[config.mk]
export PLATFORM = sky130hd
export DESIGN_NAME = dmem_responder
export DESIGN_NICKNAME = d
export VERILOG_FILES = /design/src/rtl/dmem_pkg.sv /design/src/rtl/dmem_responder_console_fifo.sv /design/src/rtl/dmem_responder.sv
export SDC_FILE = /design/constraint.sdc
export NUM_CORES = 2
export LEC_CHECK = 0
export ABC_AREA = 1
export CAP_MARGIN = 20
export CORE_MARGIN = 2
export CORE_UTILIZATION = 40
export DETAILED_ROUTE_END_ITERATION = 10
export PLACE_DENSITY = 0.65
export SYNTH_ARGS = -nofsm -noshare
export SYNTH_HDL_FRONTEND = slang
export SYNTH_SLANG_ARGS = --single-unit
[constraint.sdc]
create_clock -name clk -period 4 [get_ports clk]
set_clock_uncertainty 0.05 [all_clocks]
set_input_delay 1.2 -clock clk [delete_from_list [all_inputs] [get_ports clk]]
set_output_delay 1.2 -clock clk [all_outputs]
set_load 0.02 [all_outputs]
[src/rtl/dmem_pkg.sv]
// Shared constants for the data-memory responder: MMIO offsets, status bit indices and the
// MMIO select bit.
package dmem_pkg;

  localparam int unsigned MmioSelBit = 31;

  localparam logic [7:0] OffCycle      = 8'h00;
  localparam logic [7:0] OffConsData   = 8'h04;
  localparam logic [7:0] OffConsStatus = 8'h08;
  localparam logic [7:0] OffTimerCmp   = 8'h0C;
  localparam logic [7:0] OffTimerStat  = 8'h10;

  localparam int unsigned StatFull  = 0;
  localparam int unsigned StatEmpty = 1;
  localparam int unsigned StatOvf   = 2;

  localparam int unsigned TimerExp = 0;

endpackage

[src/rtl/dmem_responder_console_fifo.sv]
// Console output FIFO: storage, wrapping pointers, occupancy count and push/pop arbitration.
// A push while full is accepted only when a pop frees the head in the same cycle.
module console_fifo #(
  parameter int unsigned Depth = 8,
  parameter int unsigned Width = 8
) (
  input  logic                   clk,
  input  logic                   reset,
  input  logic                   push_i,
  input  logic                   pop_i,
  input  logic [Width-1:0]       wdata_i,
  output logic [Width-1:0]       rdata_o,
  output logic [$clog2(Depth):0] count_o,
  output logic                   full_o,
  output logic                   empty_o
);

  localparam int unsigned PtrW = $clog2(Depth);
  localparam int unsigned CntW = PtrW + 1;

  logic [Width-1:0] mem_q [Depth];
  logic [PtrW-1:0]  wptr_q, rptr_q;
  logic [CntW-1:0]  count_q;
  logic             wr_en, rd_en;

  assign full_o  = (count_q == CntW'(Depth));
  assign empty_o = (count_q == '0);
  assign count_o = count_q;
  assign rdata_o = mem_q[rptr_q];

  assign rd_en = pop_i && !empty_o;
  assign wr_en = push_i && (!full_o || rd_en);

  always_ff @(posedge clk) begin
    if (reset) begin
      wptr_q  <= '0;
      rptr_q  <= '0;
      count_q <= '0;
    end else begin
      if (wr_en) wptr_q <= wptr_q + PtrW'(1);
      if (rd_en) rptr_q <= rptr_q + PtrW'(1);
      count_q <= count_q + CntW'(wr_en) - CntW'(rd_en);
    end
  end

  // Storage is not reset; only the pointers define validity.
  always_ff @(posedge clk) begin
    if (wr_en) mem_q[wptr_q] <= wdata_i;
  end

endmodule

[src/rtl/dmem_responder.sv]
// Data-side memory responder: word RAM plus MMIO cycle counter, console FIFO and compare timer.
// Build option DMEM_TIMER_EN enables TIMER_CMP/TIMER_STAT and timer_irq.
module dmem_responder
  import dmem_pkg::*;
#(
  parameter int unsigned RAM_AW     = 6,
  parameter int unsigned FIFO_DEPTH = 8,
  parameter int unsigned FIFO_W     = 8
) (
  input  logic              clk,
  input  logic              reset,
  input  logic              memwrite,
  input  logic [31:0]       addr,
  input  logic [31:0]       writedata,
  output logic [31:0]       readdata,
  output logic              cons_valid,
  output logic [FIFO_W-1:0] cons_data,
  input  logic              cons_ready,
  output logic              timer_irq
);

  localparam int unsigned CntW = $clog2(FIFO_DEPTH) + 1;

  logic [31:0]       ram_q [2**RAM_AW];
  logic [RAM_AW-1:0] ram_idx;
  logic              mmio_sel;
  logic [7:0]        off;
  logic [31:0]       cycle_q;
  logic              ovf_q;
  logic [31:0]       timer_cmp_q;
  logic              timer_exp_q;
  logic              push, pop, fifo_full, fifo_empty;
  logic [CntW-1:0]   fifo_count;
  logic [31:0]       cons_status;
  logic              unused_addr;

  assign mmio_sel    = addr[MmioSelBit];
  assign off         = addr[7:0];
  assign ram_idx     = addr[RAM_AW+1:2];
  assign unused_addr = ^{addr[30:8], addr[1:0]};

  assign push       = memwrite && mmio_sel && (off == OffConsData);
  assign cons_valid = !fifo_empty;
  assign pop        = cons_valid && cons_ready;

  console_fifo #(
    .Depth (FIFO_DEPTH),
    .Width (FIFO_W)
  ) u_fifo (
    .clk     (clk),
    .reset   (reset),
    .push_i  (push),
    .pop_i   (pop),
    .wdata_i (writedata[FIFO_W-1:0]),
    .rdata_o (cons_data),
    .count_o (fifo_count),
    .full_o  (fifo_full),
    .empty_o (fifo_empty)
  );

  always_comb begin
    cons_status           = '0;
    cons_status[StatFull]  = fifo_full;
    cons_status[StatEmpty] = fifo_empty;
    cons_status[StatOvf]   = ovf_q;
  end

  always_ff @(posedge clk) begin
    if (memwrite && !mmio_sel) ram_q[ram_idx] <= writedata;
  end

  // Overflow set takes priority over a same-cycle write-1-to-clear.
  always_ff @(posedge clk) begin
    if (reset) begin
      cycle_q <= '0;
      ovf_q   <= 1'b0;
    end else begin
      cycle_q <= cycle_q + 32'd1;
      if (push && fifo_full && !pop) begin
        ovf_q <= 1'b1;
      end else if (memwrite && mmio_sel && (off == OffConsStatus) && writedata[StatOvf]) begin
        ovf_q <= 1'b0;
      end
    end
  end

`ifdef DMEM_TIMER_EN
  logic timer_event;
  assign timer_event = (cycle_q == timer_cmp_q) && (timer_cmp_q != '0);

  always_ff @(posedge clk) begin
    if (reset) begin
      timer_cmp_q <= '0;
      timer_exp_q <= 1'b0;
    end else begin
      if (memwrite && mmio_sel && (off == OffTimerCmp)) timer_cmp_q <= writedata;
      if (timer_event) begin
        timer_exp_q <= 1'b1;
      end else if (memwrite && mmio_sel && (off == OffTimerStat) && writedata[TimerExp]) begin
        timer_exp_q <= 1'b0;
      end
    end
  end
`else
  // Without the timer these registers read as unmapped zeros.
  assign timer_cmp_q = '0;
  assign timer_exp_q = 1'b0;
`endif

  assign timer_irq = timer_exp_q;

  always_comb begin
    readdata = '0;
    if (!mmio_sel) begin
      readdata = ram_q[ram_idx];
    end else begin
      case (off)
        OffCycle:      readdata = cycle_q;
        OffConsData:   readdata = 32'(fifo_count);
        OffConsStatus: readdata = cons_status;
        OffTimerCmp:   readdata = timer_cmp_q;
        OffTimerStat:  readdata = {31'b0, timer_exp_q};
        default:       readdata = '0;
      endcase
    end
  end

endmodule

==> flow_results.org <==
** Yosys
- Number of different library cells in the post-synthesis netlist :: 43
- The share of synthesized area in the top cell type comes to 0.7338.
- Synthesis warning total :: 0
- After synthesis, the cell types taking the most area are edfxtp_1 (73%), nand2_1 (9.3%), nor2_1 (3.6%).
- Synthesis handed over a netlist of 7307 instances.
- In this run the cell area of the synthesized design comes to 86430 µm².
- Of the synthesized area, sequential elements account for 0.7444.
- Synthesis inferred 2158 register bits.
- Synthesis produced a netlist with a net count of 7385.
- In this run the mean area of a mapped cell was 11.83 µm².
- Of all cell types, the one taking the most synthesized area is edfxtp_1.

** Routing
- For this run, design rule violations remaining after detail routing come to 0.
- Vias after detailed routing :: 61380
- Using the TritonRoute via totals, the vias-per-cell ratio works out to 5.547.
- The final layout contains routed wiring with a total length of 280000 µm.
- Wire length per cell after detailed routing :: 25.30 µm
- After the first detailed-routing iteration, the DRC count stood at 8000.
- The first detailed-routing pass took 8 iterations.
- Residual antenna-violating net count after detailed routing :: 0

** Hold path
- Launch instance of the worst min-delay path :: u_fifo.rptr_q[2]$_SDFFE_PP0P_
- Worst hold path class :: reg2reg

** Clock tree
- Clock-pin slew was measured on the worst setup and hold paths at 0.06 ns.
- CTS saw 2158 sinks.
- In this run the deepest clock path goes through 3 buffers.
- TritonCTS built the clock tree.
- The clock reaches the later pin of the worst-skew pair after 0.86 ns.
- The cell sitting at the root of the clock tree is a clkbuf_16.
- Number of buffers added to fix hold violations after cts :: 0
- The H-tree generated during clock tree synthesis spans 4 levels.
- Number of buffers created by CTS :: 211

** Timing
- The number of hold violations in the final report was 0.
- Rel. slew slack :: 0.3189
- The number of pins with negative max-slew slack in the final report was 0.
- The worst path in the final design needs a cycle of 4.600 ns, including I/O delays and setup.
- Maximum operating frequency :: 217.4 MHz
- Unrepaired setup endpoints after global routing :: true
- Post-route fraction of the period consumed by the critical path :: 1.150
- In the final timing run, aggregate negative setup slack is -13.96 ns.
- For the pin with the worst max-slew slack, the measured transition is 1.022 ns.
- Number of endpoints failing setup at the final stage :: 32
- Post-route worst hold slack :: 0.4106 ns
- Final WS setup :: -0.5998 ns

** Power and ir drop
- Leakage Power :: 0.03919 µW
- Peak supply drop :: 372.7 µV
- Areal power density over the cells :: 449.8 nW/µm²

** Worst setup path
- Flop-to-flop setup slack :: 1.66 ns
- Cell family with the largest share of critical-path delay :: buffers and inverters
- Startpoint kind of the worst setup timing path :: input pin
- In this run the number of cells on the critical path is 16.
- Data on the critical path is required at its endpoint by 2.75 ns.
- Number of cells traversed by the worst register-to-register path :: 12
- STA puts the critical path data arrival time at 3.35 ns.
- Crit Path Max Fanout :: 8
- The most critical setup path has its startpoint at addr[3].
- Kind of end point of the critical path :: primary output
- Setup crit end :: readdata[23]
- Critical path start-end classification :: in2out
- In this run the critical register-to-register path is captured at u_fifo.count_o[2]$_SDFF_PP0_.
- Critical path's largest stage delay :: 0.33 ns
- Cell mode on critical path :: buf_12
- The critical path contains buffers and inverters numbering 7 combined.
- The worst register-to-register path begins at u_fifo.count_o[2]$_SDFF_PP0_.
- On the critical path, the stage with the largest delay is an instance of nor2_4.
- The critical path goes through buf_16, nor2_4, buf_12, buf_12, buf_12, buf_12, buf_8, nand2_1, nand4_1, nand3_2, nand2_2, nor2_4, nand2_2, nor2_4, nor2_4, buf_12.

** Status
- Violated checks :: negative setup slack
- The run finished, with violations left.

** Die
- Floorplan core area :: 214600 µm²
- Die height :: 468.8 µm
- Starting density of the core :: 0.4027
- Row generation in the floorplan step produced 170 rows.
- Die Width :: 468.8 µm
- Die Outline Area :: 219800 µm²
- Io pins :: 110

** GRT
- The initial antenna violation count came to 9.
- The first global-routing pass estimated 395800 µm of wire.
- In the global route stage, overall resource usage came out at 0.2454.
- After global routing the overflow that remains totals 0.
- Entering global routing, the biggest net connects 73 pins.
- Vias in the first global route :: 58160

** Finish
- Compared with the post-synthesis result, the final layout area differs by 25.21%.
- Flip-flop and latch area :: 64340 µm²
- Count of nets after finishing :: 8139
- Antenna diode instance count :: 0
- Cell Count, Final, Fillers Out :: 11070
- Share of cells above drive strength 1 :: 0.1997
- Summing all multi-input logic gate instances after layout gives 21150 µm².
- Filler instances :: 17870
- Measured on the finished design, the core utilization comes to 0.5042.

** Place
- Including well taps, the total number of placed cells is 10560.
- Hpwl dp :: 167800 µm
- Final estimated routing congestion in global placement :: 0.8915
- Buffers added on ports :: 85

** Job
- Max-cap violations in this run came to 0.
placed cells by master (no fill, tap or decap), drive strengths merged, types with 2 or more instances in the layout:
master / Yosys / final
dfxtp: 46 / 46
nand2: 2149 / 2149
clkdlybuf4s50: 0 / 5
a31oi: 8 / 8
clkinv: 0 / 76
a21oi: 181 / 181
dlygate4sd2: 0 / 10
o22ai: 9 / 9
bufinv: 0 / 15
buf: 263 / 891
edfxtp: 2112 / 2112
or2: 8 / 8
o21ai: 328 / 328
bufbuf: 0 / 6
clkinvlp: 0 / 5
a22oi: 21 / 21
nor2: 831 / 831
nand3: 544 / 544
nor3: 34 / 34
xor2: 9 / 9
ha: 9 / 9
clkbuf: 126 / 292
inv: 343 / 353
nand4: 273 / 273
o221ai: 2 / 2
power breakdown:
group	switching (µW)	internal, µW	leakage, µW
Sequential	53.1	24900	0.0194
Combinational	2840	1580	0.0167
Clock	8520	10800	0.00318
metrics by stage:
| stage | worst slack [ns] | cell area, µm² | total power (µW) |
|---|---|---|---|
| global route | -0.6105 | 108200 | 49950 |
| global placement | -1.624 | 97550 | 29240 |
| CTS | -0.6283 | 106200 | 48460 |
| floorplan | -0.1745 | 86430 | 27180 |
| finish | -0.5998 | 108200 | 48680 |
| detailed placement | -1.593 | 97550 | 29300 |
Yosys cell counts:
cell,instances
buf_2,179
a211oi_1,1
buf_4,22
o22ai_1,9
and3_1,1
a22oi_1,21
or2_2,7
o21ai_1,1
a21o_1,1
nor2_1,825
o21ai_0,327
buf_1,61
nor3b_1,1
nand2_1,2147
dfxtp_1,46
conb_1,1
a21oi_1,181
or2_4,1
nor4_1,1
nor2_2,2
fa_1,1
nand3b_1,1
a31oi_1,8
nand4_1,273
nand3_1,544
inv_4,1
o211a_1,1
clkbuf_1,126
ha_1,9
edfxtp_1,2112
inv_1,338
xor2_1,9
inv_2,4
nor3_1,32
o21a_1,1
or3_1,1
nand2_4,1
nor3_4,2
o221ai_1,2
nor2_8,1
nor2_4,3
buf_6,1
nand2_2,1
how the worst min path moves through the flow:
stage                                    endpoint  slack (ns)  cells after the start
CTS                 u_fifo.rptr_q[2]$_SDFFE_PP0P_        0.41                      1
finish              u_fifo.rptr_q[2]$_SDFFE_PP0P_        0.41                      1
global route        u_fifo.rptr_q[2]$_SDFFE_PP0P_        0.43                      1
floorplan                                register        0.38                      1
global placement    u_fifo.rptr_q[2]$_SDFFE_PP0P_        0.39                      1
detailed placement  u_fifo.rptr_q[2]$_SDFFE_PP0P_        0.40                      1
final cells by class:
class                           instances  area share
Clock buffer                          276     0.05152
Clock inverter                        104    0.009434
Inverter                              343     0.01263
Multi-Input combinational cell       4417      0.1955
Sequential cell                      2158      0.5946
Tap cell                             2838     0.03281
Timing Repair Buffer                  928      0.1034
Timing Repair inverter                  2   0.0001850
sequential cells by signal, indices dropped and copies added, names as in the netlist, named ones only:
signal and flops:
ram_q 2048, u_fifo.mem_q 64, cycle_q 32, u_fifo.count_o 4
u_fifo.rptr_q 3, u_fifo.wptr_q 3, ovf_q 1
logic make-up after synthesis:
logic type / count (synthesis) / synth area share
AO/OA/AOI/OAI: 553 / 0.03311
XOR/XNOR: 9 / 0.0009121
adder cells (fa/ha/maj): 10 / 0.001535
buffers and inverters: 732 / 0.03545
flip-flops: 2158 / 0.7444
other: 1 / 0.00004339
AND/OR/NAND/NOR: 3844 / 0.1845
repair_timing:
item	4_1_cts	5_1_grt
pin swaps	69	182
gates cloned	18	16
endpoints found under the setup margin	40	32
hold endpoints to repair	0	0
setup buffers	47	56
gates resized for setup	474	359
routing by layer:
metal / part of all wire / wire, µm / vias up / global-route usage
met5: 0.00022 / 62 / - / 0
met4: 0.046 / 12820 / 10 / 0.1054
met3: 0.10 / 29260 / 595 / 0.04052
met2: 0.47 / 130400 / 3634 / 0.3904
met1: 0.38 / 107500 / 30200 / 0.3335
li1: - / - / 26940 / -
No activity file was read; power rests on OpenSTA's default activity.
